## config.mk

```make
export PLATFORM = sky130hd
export DESIGN_NAME = mmc_game_ctrl
export DESIGN_NICKNAME = d
export VERILOG_FILES = /design/src/rtl/mmc_pkg.sv /design/src/rtl/mmc_tally.sv /design/src/rtl/mmc_game_ctrl.sv
export SDC_FILE = /design/constraint.sdc
export NUM_CORES = 1
export LEC_CHECK = 0
export CAP_MARGIN = 20
export CORE_ASPECT_RATIO = 1.4
export CORE_MARGIN = 8
export CORE_UTILIZATION = 46
export CTS_CLUSTER_DIAMETER = 50
export DETAILED_ROUTE_END_ITERATION = 10
export HOLD_SLACK_MARGIN = 0.06
export PLACE_DENSITY = 0.79
export SYNTH_ARGS = -nofsm -noshare
export SYNTH_HDL_FRONTEND = slang
export SYNTH_SLANG_ARGS = --single-unit
```

## constraint.sdc

```tcl
create_clock -name clk -period 1.9 [get_ports clk]
set_clock_uncertainty 0.2 [all_clocks]
set_input_delay 0.19 -clock clk [delete_from_list [all_inputs] [get_ports clk]]
set_output_delay 0.19 -clock clk [all_outputs]
set_load 0.01 [all_outputs]
```

## src/rtl/mmc_pkg.sv

```systemverilog
// rtl/mmc_pkg.sv - shared states, mode/who codes and verdict helper for the counter controller
package mmc_pkg;

    typedef enum logic [2:0] {
        IDLE   = 3'd0,
        LOAD   = 3'd1,
        RUN    = 3'd2,
        RELOAD = 3'd3,
        DONE   = 3'd4
    } state_t;

    localparam logic [1:0] MODE_UP1 = 2'b00;
    localparam logic [1:0] MODE_UP2 = 2'b01;
    localparam logic [1:0] MODE_DN1 = 2'b10;
    localparam logic [1:0] MODE_DN2 = 2'b11;

    localparam logic [1:0] WHO_NONE   = 2'b00;
    localparam logic [1:0] WHO_LOSER  = 2'b01;
    localparam logic [1:0] WHO_WINNER = 2'b10;

    localparam logic [3:0] TALLY_MAX = 4'hF;

    // A verdict is only believable if the side it names reached a full tally.
    function automatic logic verdict_bad(input logic [1:0] res,
                                         input logic [3:0] win,
                                         input logic [3:0] lose);
        return (res == WHO_WINNER && win != TALLY_MAX) ||
               (res == WHO_LOSER && lose != TALLY_MAX) ||
               (res == WHO_NONE);
    endfunction

endpackage

```

## src/rtl/mmc_tally.sv

```systemverilog
// rtl/mmc_tally.sv - 4-bit saturating event tally with synchronous clear
module mmc_tally
    import mmc_pkg::*;
(
    input  logic       clk,
    input  logic       rst_n,
    input  logic       clr,
    input  logic       inc,
    output logic [3:0] count
);

    always_ff @(posedge clk or negedge rst_n) begin
        if (!rst_n) begin
            count <= 4'd0;
        end else if (clr) begin
            count <= 4'd0;
        end else if (inc && count != TALLY_MAX) begin
            count <= count + 4'd1;
        end
    end

endmodule

```

## src/rtl/mmc_game_ctrl.sv

```systemverilog
// rtl/mmc_game_ctrl.sv - control FSM for multi_mode_counter; RUN watchdog under MMC_CTRL_TIMEOUT_EN
module mmc_game_ctrl
    import mmc_pkg::*;
#(
    parameter int W             = 4,
    parameter int FLIP_ON_EVENT = 0,
    parameter int TIMEOUT_CYC   = 64
) (
    input  logic         clk,
    input  logic         rst_n,
    input  logic         start,
    input  logic         abort,
    input  logic [1:0]   mode_cfg,
    input  logic [W-1:0] seed,
    input  logic         reload_en,
    input  logic         winner,
    input  logic         loser,
    input  logic         game_over,
    input  logic [1:0]   who,
    output logic [1:0]   control,
    output logic         init,
    output logic [W-1:0] load_data,
    output logic         busy,
    output logic         done,
    output logic [1:0]   result,
    output logic [3:0]   win_tally,
    output logic [3:0]   lose_tally,
    output logic         mismatch
`ifdef MMC_CTRL_TIMEOUT_EN
    ,
    output logic         timeout_pulse
`endif
);

    state_t       state_q, state_d;
    logic [1:0]   mode_q;
    logic [W-1:0] seed_q;
    logic         reload_q;
    logic [1:0]   result_q;
    logic         mismatch_q;
    logic         check_q;

    logic accept_start, in_run, run_evt, timeout_hit;

    if (TIMEOUT_CYC < 1) begin : g_bad_timeout
        $error("mmc_game_ctrl: TIMEOUT_CYC must be at least 1");
    end

    assign accept_start = start && !abort && (state_q == IDLE || state_q == DONE);
    assign in_run       = (state_q == RUN);
    assign run_evt      = in_run && !abort && (winner || loser);

`ifdef MMC_CTRL_TIMEOUT_EN
    localparam int WD_W = $clog2(TIMEOUT_CYC + 1);
    logic [WD_W-1:0] wd_q;

    assign timeout_hit   = in_run && (wd_q == WD_W'(TIMEOUT_CYC));
    assign timeout_pulse = timeout_hit;

    // Only quiet RUN cycles advance the watchdog; LOAD/RELOAD/IDLE/DONE all clear it.
    always_ff @(posedge clk or negedge rst_n) begin
        if (!rst_n) begin
            wd_q <= '0;
        end else if (!in_run || run_evt || timeout_hit) begin
            wd_q <= '0;
        end else begin
            wd_q <= wd_q + 1'b1;
        end
    end
`else
    assign timeout_hit = 1'b0;
`endif

    always_ff @(posedge clk or negedge rst_n) begin
        if (!rst_n) begin
            state_q <= IDLE;
        end else begin
            state_q <= state_d;
        end
    end

    always_comb begin
        state_d = state_q;
        if (abort) begin
            state_d = IDLE;
        end else begin
            case (state_q)
                IDLE:    if (start) state_d = LOAD;
                LOAD:    state_d = RUN;
                RUN: begin
                    if (game_over) begin
                        state_d = DONE;
                    end else if (((winner || loser) && reload_q) || timeout_hit) begin
                        state_d = RELOAD;
                    end
                end
                RELOAD:  state_d = RUN;
                DONE:    if (start) state_d = LOAD;
                default: state_d = IDLE;
            endcase
        end
    end

    always_ff @(posedge clk or negedge rst_n) begin
        if (!rst_n) begin
            mode_q     <= 2'b00;
            seed_q     <= '0;
            reload_q   <= 1'b0;
            result_q   <= WHO_NONE;
            mismatch_q <= 1'b0;
            check_q    <= 1'b0;
        end else begin
            check_q <= 1'b0;
            if (accept_start) begin
                mode_q     <= mode_cfg;
                seed_q     <= seed;
                reload_q   <= reload_en;
                result_q   <= WHO_NONE;
                mismatch_q <= 1'b0;
            end else begin
                if (FLIP_ON_EVENT != 0 && run_evt) begin
                    mode_q[1] <= ~mode_q[1];
                end
                if (in_run && !abort && winner && loser) begin
                    mismatch_q <= 1'b1;
                end
                if (in_run && !abort && game_over) begin
                    result_q <= who;
                    check_q  <= 1'b1;
                end
                // Tallies absorb any event coincident with game_over one edge later.
                if (check_q && verdict_bad(result_q, win_tally, lose_tally)) begin
                    mismatch_q <= 1'b1;
                end
            end
        end
    end

    mmc_tally u_win_tally (
        .clk   (clk),
        .rst_n (rst_n),
        .clr   (accept_start),
        .inc   (in_run && !abort && winner),
        .count (win_tally)
    );

    mmc_tally u_lose_tally (
        .clk   (clk),
        .rst_n (rst_n),
        .clr   (accept_start),
        .inc   (in_run && !abort && loser),
        .count (lose_tally)
    );

    assign control   = mode_q;
    assign load_data = seed_q;
    assign init      = (state_q == LOAD) || (state_q == RELOAD);
    assign busy      = (state_q == LOAD) || (state_q == RUN) || (state_q == RELOAD);
    assign done      = (state_q == DONE);
    assign result    = result_q;
    assign mismatch  = mismatch_q;

endmodule
```

## Yosys cells after proc, flatten, opt, wreduce, memory -nomap -nowiden

Cells that the tools add are included.
W data, S select, Z words.

| word-level totals | value |
|---|---|
| register bits | 22 |
| input port bits | 16 |
| output and inout bits | 20 |

| cells by class | value |
|---|---|
| mux-type cells | 16 |
| reductions and logical operators | 30 |
| eq/ne operators | 10 |
| $add $sub $neg | 2 |

Operators with widths:

| kind | count |
|---|---|
| $mux W4 | 4 |
| $logic_and A1 B1 Y1 | 13 |
| $mux W3 | 4 |
| $pmux W3 S3 | 1 |
| $add A4 B1 Y4 const B | 2 |
| $ne A4 B4 Y1 const B | 2 |
| $logic_or A1 B1 Y1 | 7 |
| $eq A3 B2 Y1 const B | 2 |
| $reduce_bool A2 Y1 | 3 |
| $mux W1 | 5 |
| $mux W2 | 2 |
| $ne A4 B3 Y1 const B | 1 |
| $reduce_or A2 Y1 | 2 |
| $eq A3 B1 Y1 const B | 1 |
| $eq A3 B3 Y1 const B | 1 |
| $logic_not A3 Y1 | 1 |
| $ne A3 B1 Y1 const B | 1 |
| $reduce_bool A3 Y1 | 1 |
| $eq A2 B1 Y1 const B | 1 |
| $eq A2 B2 Y1 const B | 1 |
| $logic_not A2 Y1 | 1 |
| $reduce_and A2 Y1 | 1 |
| $logic_not A1 Y1 | 1 |

## Depth between registers and ports, before layout

Gate-level depths: netlist (run 1).

| depth | value |
|---|---|
| depth after elaboration | 7 |
| depth in mapped cells | 6 |

## Modules after synthesis

From an unflattened synthesis (run 1), not the netlist that was laid out.

| second synthesis, totals | value |
|---|---|
| cell total of the unflattened synthesis | 92 |
| area, all modules | 1093.5 um^2 |

Modules (own cells, without submodules):

| module | times used | cells an instance | area each (um^2) | seq. area each (um^2) |
|---|---|---|---|---|
| mmc_game_ctrl | 1 | 52 | 635.6 | 350.3 |
| mmc_tally | 2 | 20 | 229.0 | 100.1 |

## Worst setup path before layout (run 1)

Ideal clock, no wire load.

| timing path | value |
|---|---|
| kind | flip-flop to flip-flop |
| start | reg state_q[1] |
| end | reg result_q[0], in the netlist result[0] |
| clock period less this slack | 1701 ps |
| data arrival time | 1364 ps |
| buffers on the path | 3 |
| setup slack | 199 ps |
| cell stages (with the launch flop) | 7 |
| cells stage by stage | dfrtp_1 > buf_6 > or4b_4 > buf_6 > buf_8 > nand2_2 > mux2i_1 |

| on the way | value |
|---|---|
| longest elaborated chain between the ends | 4 |

RTL lines:

| item | line | text |
|---|---|---|
| start, declared | mmc_game_ctrl.sv:35 | `state_t state_q, state_d;` |
| start signal, assigned | mmc_game_ctrl.sv:78 | `state_q <= state_d;` |
| $eq A3 B3 Y1, or another cell as far along | mmc_game_ctrl.sv:49 | `assign accept_start = start && !abort && (state_q == IDLE \|\| state_q == DONE);` |
| $logic_or A1 B1 Y1 or $logic_and A1 B1 Y1 (tied branches) | mmc_game_ctrl.sv:49, mmc_game_ctrl.sv:127 |  |
| $logic_and A1 B1 Y1 (on tied branches) | mmc_game_ctrl.sv:49, mmc_game_ctrl.sv:127 |  |
| $mux W2 or $reduce_bool A2 Y1 (tied branches) | - |  |
| end signal, assigned | mmc_game_ctrl.sv:128 | `result_q <= who;` |
| end, declared | mmc_game_ctrl.sv:39 | `logic [1:0] result_q;` |

Several ways; a longest one is shown, not always the timed one.
A chain may end at the register's enable or synchronous reset.

## Final worst setup path (run 1)

| timing path | value |
|---|---|
| start | reg state_q[2] |
| end | out init |

| on the way | value |
|---|---|
| longest elaborated chain between the ends | 2 |

RTL lines:

| item | line | text |
|---|---|---|
| $eq A3 B1 Y1 or $eq A3 B2 Y1 (tied branches) | mmc_game_ctrl.sv:157 | `assign init = (state_q == LOAD) \|\| (state_q == RELOAD);` |
| $logic_or A1 B1 Y1 (*) | mmc_game_ctrl.sv:157 |  |
| end, declared | mmc_game_ctrl.sv:21 | `output logic init,` |

Mark *: on every way between the ends. The rest lies on a longest branch, timed or not.

==> metrics.md, run 1 <==
| Metric | Value |
|---|---|
| Status | `complete, no violations` |
| Post-DP HPWL | `approximately 2200 um` |
| Synthesized instance count | `114` |
| Max-cap violation count | `0` |
| Final antenna-violating net count | `0` |
| Area grow syn2layout | `41.8%` |
| Final WL | `2730 um` |
| Core area | `2390 um2` |
| Post-Synth XOR/XNOR Area | `0` |
| Initial antenna violation count | `0` |
| CP endpoint kind | `output pin` |
| CP max stage cell | `clkdlybuf4s50_1` |
| Synth Cell Area | `roughly 1200 um2` |
| DRC viols | `0` |
| Via/cell ratio | `5.05` |
| Req. time, crit path | `around 1500 ps` |
| Critical path class | `flip-flop to output pin` |
| Most frequent cells after synthesis | `nand2_1, dfrtp_1, mux2i_1` |
| Root Driver | `clkbuf_4` |
| Final core utilization | `0.690` |
| Seq pwr share | `0.469` |
| WP data arrival | `1440 ps` |
| Pwr dens | `701 nW/um2` |
| Worst hold path class | `input pin to flip-flop` |
| Placement Rows | `21` |
| EDFF count, synth | `0` |
| Max clock buf depth | `2` |
| Drt wl/cell | `14.1 um` |
| Switching power | `286 uW` |
| Setup TNS | `0 ps` |
| Via Count | `975` |
| Lkg Pwr | `between 0.0007 and 0.0008 uW` |
| RSZ-0062 raised after global routing | `no` |
| Pint | `871 uW` |
| Final Critical Period | `1830 ps` |
| Period utilization | `0.963` |
| Final Hold Viols | `0` |
| Initial DRT Pass Iterations | `4` |
| Async SR Flop Fraction | `1.00` |
| Fillcell total | `between 150 and 200` |
| Ys Warns | `0` |
| Ant diodes | `0` |
| Die Span Y | `roughly 76 um` |
| Hold Path Depth | `3` |
| Crit start category | `flip-flop` |
| Post-synthesis sequential area ratio | `0.473` |
| CP delay by family, top | `buffers and inverters` |
| Synth Area in Simple Gates | `0.290` |
| Vias in the first global route | `roughly 1,000` |
| Crit path largest cell delay | `540 ps` |
| Largest family of logic cells by synthesized area | `simple AND/OR/NAND/NOR gates` |
| Synth top area share | `0.473` |
| First-pass GRT wire length | `4440 um` |
| Sw Ratio | `0.247` |
| Clk slew on worst S/H paths | `130 ps` |
| Gr usage total | `0.130` |
| CP cell instances | `nor2b_1 -> clkdlybuf4s50_1` |
| Total congestion overflow | `0` |
| Clock sink total | `22` |
| F_max | `546 MHz` |
| Number of DRC markers in iteration 0 | `14` |
| Die X | `58.5 um` |
| Cell variety after synth | `33` |
| Slew HR | `0.809` |
| Synth Area in Compound Gates | `0.0753` |
| Combinational share of power | `0.224` |
| Clock Latency Late Sink | `310 ps` |
| Routability congestion estimate | `0.802` |
| Peak VDD IR | `between 500 and 600 uV` |
| Layout cells sized above 1 | `0.182` |
| Worst Max-Slew Pin Slew | `286 ps` |
| CP bufs+invs | `1` |
| Initial Util | `0.487` |
| Post-synthesis mux area share | `0.0699` |
| Port Buffers | `35` |
| Register-to-Register Path Depth | `4` |
| Post-synth top area cell | `dfrtp_1` |
| Total Power | `1160 uW` |
| Syn Nets | `132` |
| Post-synth top flop | `dfrtp_1` |
| Slew Limit Fails | `0` |
| IO Pins | `36` |
| Pin count of the biggest net entering global routing | `23` |
| H-tree depth | `1` |
| CP max FO | `8` |
| CTS tree | `yes` |
| Setup Viol. Count Final | `0` |
| Cell depth of the worst setup path | `2` |
| Synth Area in Adders | `0.0215` |
| Synth area leaders | `dfrtp_1, nand2_1, mux2i_1` |
| Synthesized area per cell | `10.2 um2` |
| Total CTS buffers | `3` |
| Synth Register Bits | `22` |
| Most instantiated library cell after synthesis | `nand2_1` |
| Clk pwr share | `0.307` |
| DIE AREA | `4420 um2` |
| Final nets | `~180` |
## final cells by class
type / instances / area [um2] / share of cell area
inverters: 6 / 22.5 / 0.0136
clock inverters: 1 / 30.0 / 0.0182
clock buffers: 3 / 22.5 / 0.0136
repair buffers: 47 / 442 / 0.268
multi-input cells: 80 / 538 / 0.326
well taps: 34 / 42.5 / 0.0258
flip-flops and latches: 22 / 553 / 0.335
## state kept, by name (all words and copies together) (netlist names)
name                flops
reload_q                1
state_q                 3
control                 2
result                  2
load_data               4
check_q                 1
mismatch                1
u_lose_tally.count      4
u_win_tally.count       4
## through the flow
step	worst slack, ps	hold slack [ps]	cell area, um2	cells
floorplan	199	-306	1160	114
global placement	81.0	260	1560	185
detailed placement	42.5	265	1560	185
CTS	25.1	185	1650	193
global route	7.71	210	1650	193
finish	69.4	192	1650	193
## logic make-up after synthesis
logic type	count (synthesis)
flip-flops	22
AND/OR/NAND/NOR	58
multiplexers	8
adder cells (fa/ha/maj)	2
AO/OA/AOI/OAI	12
buffers and inverters	12
## final timing paths
check                             startpoint                    to  slack, ps
min in group asynchronous              rst_n          load_data[2]        560
max in group asynchronous              rst_n            state_q[2]        690
worst min-delay path                 seed[3]          load_data[3]        190
worst max register to register    state_q[1]  u_win_tally.count[3]        120
worst max-delay path              state_q[2]                  init         70
worst min register to register  load_data[3]          load_data[3]        290
## cells in the final DEF, fill, tap and decap left out, drive strengths merged, types with 2 or more instances in the layout
master and instances:
a211oi 3, a21oi 2, a31oi 4, and3 4, buf 11, clkbuf 3, clkdlybuf4s50 34, dfrtp 22
ha 2, inv 6, mux2i 7, nand2 29, nand2b 3, nand3 4, nand4 2, nor2 2
nor2b 4, nor3 2, nor4b 3
## power groups by stage
stage | Sequential (uW) | Clock (uW) | Combinational (uW)
5_1_grt | 547 | 377 | 288
6_report | 543 | 355 | 260
3_5_place_dp | 555 | 0 | 253
4_1_cts | 543 | 362 | 265
2_1_floorplan | 563 | 0 | 94.5
3_3_place_gp | 551 | 0 | 247
## layer usage
layer  wire (um)  GRT usage  vias to the layer above
li1            -          -                      481
met1        1090      0.136                      462
met2        1400      0.234                       28
met3         199     0.0405                        4
met4          35     0.0574                        0
met5           0          0                        -
## repair_timing
| item | CTS | global route |
|---|---|---|
| setup endpoints to repair | 1 | 2 |
| endpoints found under the hold margin | 22 | 0 |
| setup buffers | 3 | 0 |
| gates resized for setup | 2 | 1 |
| hold buffers | 1 | 0 |
## worst register-to-register path: stages (launching register included)
cell and delay [ps]:
dfrtp_2 420, buf_4 150, or4b_4 660, or2b_1 200, mux2i_1 50
Power figures use the tool's default switching activity.
==> run 2: changes to the inputs <==
Settings changed: CORE_MARGIN 8 to not set.
==> metrics.md, run 2 (same netlist as run 1, synthesis figures left out) <==
| Metric | Value |
|---|---|
| Max-cap violation count | `0 (unchanged)` |
| Pin count of the biggest net entering global routing | `23 (unchanged)` |
| Final WL | `2500 um (-8.3%)` |
| Period utilization | `0.957 (-0.00662)` |
| Hold Slack | `193 ps (+0.650 ps)` |
| Via/cell ratio | `5.11 (+1.2%)` |
| Fillcell total | `182 (-7.6%)` |
| Req. time, crit path | `1510 ps (about the same)` |
| H-tree depth | `1 (unchanged)` |
| CTS tree | `yes` |
| Pwr dens | `697 nW/um2 (-0.56%)` |
| Die Span Y | `61.5 um (-19%)` |
| IO Pins | `36 (unchanged)` |
| Commonest non-fill, non-tap cell in the layout | `clkdlybuf4s50_1` |
| Vias in the first global route | `956 (-4.6%)` |
| DIE AREA | `2740 um2 (-38%)` |
| WP data arrival | `1430 ps (about the same)` |
| Multi-input gate area | `538 um2 (unchanged)` |
| Storage element area | `552 um2 (-0.23%)` |
| Pint | `870 uW (-0.16%)` |
| Slew Limit Fails | `0 (unchanged)` |
| CP max FO | `4 (-4)` |
| Reg-to-Reg Start | `state_q[0]` |
| Seq pwr share | `0.469 (about the same)` |
| RSZ-0062 raised after global routing | `no` |
| Setup Viol. Count Final | `0 (unchanged)` |
| Gr usage total | `0.202 (+0.0714)` |
| Sw Ratio | `0.248 (+0.000958)` |
| Clock Latency Late Sink | `310 ps (about the same)` |
| Status | `complete, no violations` |
| Final Hold Viols | `0 (unchanged)` |
| CP endpoint kind | `output pin` |
| Via Count | `992 (+1.7%)` |
| Hold Path Origin | `seed[3]` |
| Root Driver | `clkbuf_4` |
| Clk pwr share | `0.309 (+0.002)` |
| Switching power | `287 uW (+0.35%)` |
| Layout cells sized above 1 | `0.181 (-0.00114)` |
| Initial Util | `0.487 (unchanged)` |
| Worst Max-Slew Pin Slew | `278 ps (-7.99 ps)` |
| Final nets | `179 (+0.56%)` |
| Final non-filler cell total | `194 (+0.52%)` |
| CP Launch Point | `state_q[0]` |
| Area grow syn2layout | `42.6%` |
| Worst hold path class | `input pin to flip-flop` |
| Setup TNS | `0 ps (unchanged)` |
| First-pass GRT wire length | `4060 um (-8.5%)` |
| Placement Rows | `21 (unchanged)` |
| Initial DRT Pass Iterations | `4 (unchanged)` |
| Final antenna-violating net count | `0 (unchanged)` |
| Total congestion overflow | `0 (unchanged)` |
| Clk slew on worst S/H paths | `130 ps (about the same)` |
| Length of routed wiring on met1 | `1030 um (-5.7%)` |
| Port Buffers | `35 (unchanged)` |
| Number of DRC markers in iteration 0 | `30 (+16)` |
| Max clock buf depth | `2 (unchanged)` |
| Drt wl/cell | `12.9 um (-8.8%)` |
| DRC viols | `0 (unchanged)` |
| Post-DP HPWL | `1870 um (-13%)` |
| Crit start category | `flip-flop` |
| Commonest non-fill, non-tap cells in the layout | `clkdlybuf4s50_1, nand2_1, dfrtp_1, buf_4, mux2i_1` |
| Ant diodes | `0 (unchanged)` |
| Core area | `2390 um2 (unchanged)` |
| Total CTS buffers | `3 (unchanged)` |
| Dpl cells | `185 (unchanged)` |
| Top sig layer | `met4` |
| Combinational share of power | `0.222 (-0.002)` |
| Setup WS pre-CTS | `43.2 ps (+0.711 ps)` |
| Die X | `44.5 um (-24%)` |
| Routability congestion estimate | `0.795 (-0.87%)` |
| Peak VDD IR | `601 uV (+8.9%)` |
| Met3 WL post-DR | `81 um (-59%)` |
| Lkg Pwr | `0.000796 uW (+2.7%)` |
| Final Critical Period | `1820 ps (-12.6 ps)` |
| Final setup margin | `81.9 ps (+12.6 ps)` |
| Clock sink total | `22 (unchanged)` |
| Initial antenna violation count | `0 (unchanged)` |
| Slew HR | `0.815 (+0.00533)` |
| F_max | `550 MHz (+0.69%)` |
| Met2 wire len | `1370 um (-2.0%)` |
| Final core utilization | `0.694 (+0.00366)` |
| Critical path class | `flip-flop to output pin` |
==> run 2: cell types whose count changed in the layout (fill, tap and decap cells not counted) <==
| cell | before | now |
|---|---|---|
| dfrtp_2 | 2 | 1 |
| buf_4 | 11 | 12 |
| dlymetal6s2s_1 | 0 | 1 |
| clkdlybuf4s50_1 | 34 | 33 |
| dfrtp_1 | 20 | 21 |
==> run 2: metrics by stage <==
step                area [um2]  power, uW
floorplan                 1160        657
global placement          1560        795
detailed placement        1560        803
CTS                       1640       1170
global route              1660       1210
finish                    1660       1160
==> run 2: path summary, 6_finish.rpt <==
path / to / slack (ps) / cells after the start
worst max-delay path: init / 80 / 2
worst min-delay path: load_data[3] / 190 / 3
worst max register to register: u_lose_tally.count[3] / 90 / 6
worst min register to register: load_data[3] / 290 / 2
max in group asynchronous: state_q[2] / 700 / 3
min in group asynchronous: state_q[0] / 560 / 3
==> run 2: layer usage <==
| metal | vias to the layer above | global-route usage |
|---|---|---|
| met3 | 2 | 0.0176 |
| met1 | 478 | 0.228 |
| met4 | 0 | 0.0952 |
| met5 | - | 0 |
| li1 | 483 | - |
| met2 | 29 | 0.376 |
==> run 2: final cells by class <==
cell class / instances / area share
multi-input cells: 80 / 0.324
clock inverters: 1 / 0.0181
repair buffers: 48 / 0.272
inverters: 6 / 0.0136
clock buffers: 3 / 0.0136
flip-flops and latches: 22 / 0.333
well taps: 34 / 0.0256
==> run 2: worst max-delay path, stage by stage (launching register included) <==
cell             delay [ps]
dfrtp_1                 420
nor2b_1                 160
clkdlybuf4s50_1         540
==> run 2: power by group through the flow <==
stage          clock [uW]  sequential [uW]  combinational, uW
2_1_floorplan           0              563               94.5
3_3_place_gp            0              552                243
3_5_place_dp            0              553                250
4_1_cts               369              543                260
5_1_grt               382              548                282
6_report              358              542                257
==> run 2: timing repair <==
action | CTS | global route
resized for setup | 2 | 1
pin swaps | 0 | 0
buffers inserted | 2 | 2
hold buffers | 1 | 0
hold endpoints to repair | 22 | 0
setup endpoints to repair | 3 | 2
==> run 3: changes to the inputs <==
Settings changed: PLACE_DENSITY 0.79 to 0.86.
==> metrics.md, run 3 (same netlist as run 1, synthesis figures left out) <==
| Metric | Value |
|---|---|
| Status | `complete, no violations` |
| Total CTS buffers | `3 (unchanged)` |
| Worst hold path class | `input pin to flip-flop` |
| RSZ-0062 raised after global routing | `no` |
| Max-cap violation count | `0 (unchanged)` |
| DP Area | `1560 um2 (-0.48%)` |
| Die Span Y | `61.5 um (unchanged)` |
| Post-DP HPWL | `1880 um (+0.49%)` |
| Setup Viol. Count Final | `0 (unchanged)` |
| Clock sink total | `22 (unchanged)` |
| Met3 WL post-DR | `104 um (+28%)` |
| IO Pins | `36 (unchanged)` |
| Slew Limit Fails | `0 (unchanged)` |
| Final nets | `175 (-2.2%)` |
| CP endpoint kind | `output pin` |
| Total congestion overflow | `0 (unchanged)` |
| Lkg Pwr | `0.000761 uW (-4.3%)` |
| Layout cells sized above 1 | `0.160 (-0.0210)` |
| Critical path class | `flip-flop to output pin` |
| R2R Path End | `u_lose_tally.count[3]` |
| Final non-filler cell total | `190 (-2.1%)` |
| Initial DRT Pass Iterations | `4 (unchanged)` |
| Hold Path Depth | `3 (unchanged)` |
| Die X | `44.5 um (unchanged)` |
| DRC viols | `0 (unchanged)` |
| Met2 wire len | `1320 um (-3.6%)` |
| Placement Rows | `21 (unchanged)` |
| Clk slew on worst S/H paths | `130 ps (about the same)` |
| Hold Path Origin | `seed[3]` |
| Fillcell total | `186 (+2.2%)` |
| Final core utilization | `0.680 (-0.0136)` |
| Port Buffers | `35 (unchanged)` |
| Worst Max-Slew Pin Slew | `282 ps (+3.72 ps)` |
| Clock Latency Late Sink | `310 ps (about the same)` |
| Drt wl/cell | `13.5 um (+4.7%)` |
| Slew HR | `0.812 (-0.00307)` |
| Peak VDD IR | `474 uV (-21%)` |
| Req. time, crit path | `1510 ps (about the same)` |
| Number of DRC markers in iteration 0 | `16 (-47%)` |
| Period utilization | `0.934 (-0.0229)` |
| Final WL | `2570 um (+2.5%)` |
| H-tree depth | `1 (unchanged)` |
| Via/cell ratio | `5.16 (+0.87%)` |
| CTS tree | `yes` |
| Final Critical Period | `1770 ps (-43.5 ps)` |
| Initial antenna violation count | `0 (unchanged)` |
| Setup TNS | `0 ps (unchanged)` |
| Initial Util | `0.487 (unchanged)` |
| Pin count of the biggest net entering global routing | `23 (unchanged)` |
| Core area | `2390 um2 (unchanged)` |
| Crit start category | `flip-flop` |
| Final instance area | `1630 um2 (-2.0%)` |
| R2R Setup Slk | `240 ps (+150 ps)` |
| Pwr dens | `708 nW/um2 (+1.5%)` |
| F_max | `564 MHz (+2.5%)` |
| Length of routed wiring on met1 | `1100 um (+7.2%)` |
| Ant diodes | `0 (unchanged)` |
| Register-to-Register Path Depth | `5 (-1)` |
| Area grow syn2layout | `39.8%` |
| Top sig layer | `met4` |
| CP max FO | `4 (unchanged)` |
| Reg-to-Reg Start | `state_q[0]` |
| Gr usage total | `0.206 (+0.00393)` |
| Commonest non-fill, non-tap cell in the layout | `clkdlybuf4s50_1` |
| Dpl cells | `184 (-0.54%)` |
| Max clock buf depth | `2 (unchanged)` |
| Root Driver | `clkbuf_4` |
| First-pass GRT wire length | `4060 um (unchanged)` |
| Routability congestion estimate | `0.911 (+15%)` |
| Final antenna-violating net count | `0 (unchanged)` |
| Endpoint, Worst Hold | `load_data[3]` |
| Commonest non-fill, non-tap cells in the layout | `clkdlybuf4s50_1, nand2_1, dfrtp_1, buf_4, mux2i_1` |
| Final Hold Viols | `0 (unchanged)` |
| WP data arrival | `1380 ps (-50 ps)` |
| Vias in the first global route | `961 (+0.52%)` |
| DIE AREA | `2740 um2 (unchanged)` |
| Via Count | `980 (-1.2%)` |
run 3: changes by cell type in the layout (fill, tap and decap cells not counted):
cell	previous run	this run
clkdlybuf4s50_1	33	34
buf_4	12	8
dlymetal6s2s_1	1	0
run 3: what timing repair did:
item | 4_1_cts | 5_1_grt
setup endpoints to repair | 1 | 1
hold buffers | 1 | 0
endpoints found under the hold margin | 22 | 0
gates resized for setup | 2 | 0
setup buffers | 0 | 1
run 3: stage by stage:
step | worst slack (ps) | power [uW] | hold WS [ps]
2_1_floorplan | 199 | 657 | -306
3_3_place_gp | 44.4 | 793 | 262
3_5_place_dp | 11.2 | 802 | 266
4_1_cts | 44.2 | 1160 | 177
5_1_grt | 42.4 | 1200 | 202
6_report | 125 | 1150 | 180
run 3: cell type report:
class	count	area [um2]	share of cell area
Clock buffer	3	22.5	0.0138
Timing Repair Buffer	44	419	0.258
Sequential cell	22	552	0.339
Tap cell	34	42.5	0.0262
Multi-Input combinational cell	80	538	0.331
Inverter	6	22.5	0.0138
Clock inverter	1	30.0	0.0185
run 3: worst max path at each step:
stage,from,end,depth (start not counted)
floorplan,state_q[1],result[0],6
global placement,start,u_win_tally.count[3],4
detailed placement,start,u_win_tally.count[3],4
CTS,state_q[2],init,2
global route,state_q[0],init,2
finish,state_q[0],init,2
run 3: routing by layer:
metal  vias to the layer above  track usage
li1                        476            -
met1                       466        0.241
met2                        34        0.378
met3                         4       0.0176
met4                         0       0.0909
met5                         -            0
run 3: worst max-delay path, cell delays in order (launching register included):
cell and delay [ps]:
dfrtp_1 400, nor2b_1 140, clkdlybuf4s50_1 550
run 3: power breakdown:
group          switching, uW  internal, uW  total, uW
clock network            145           213        358
registers               30.2           511        541
logic                    111           141        252
total                    286           865       1150
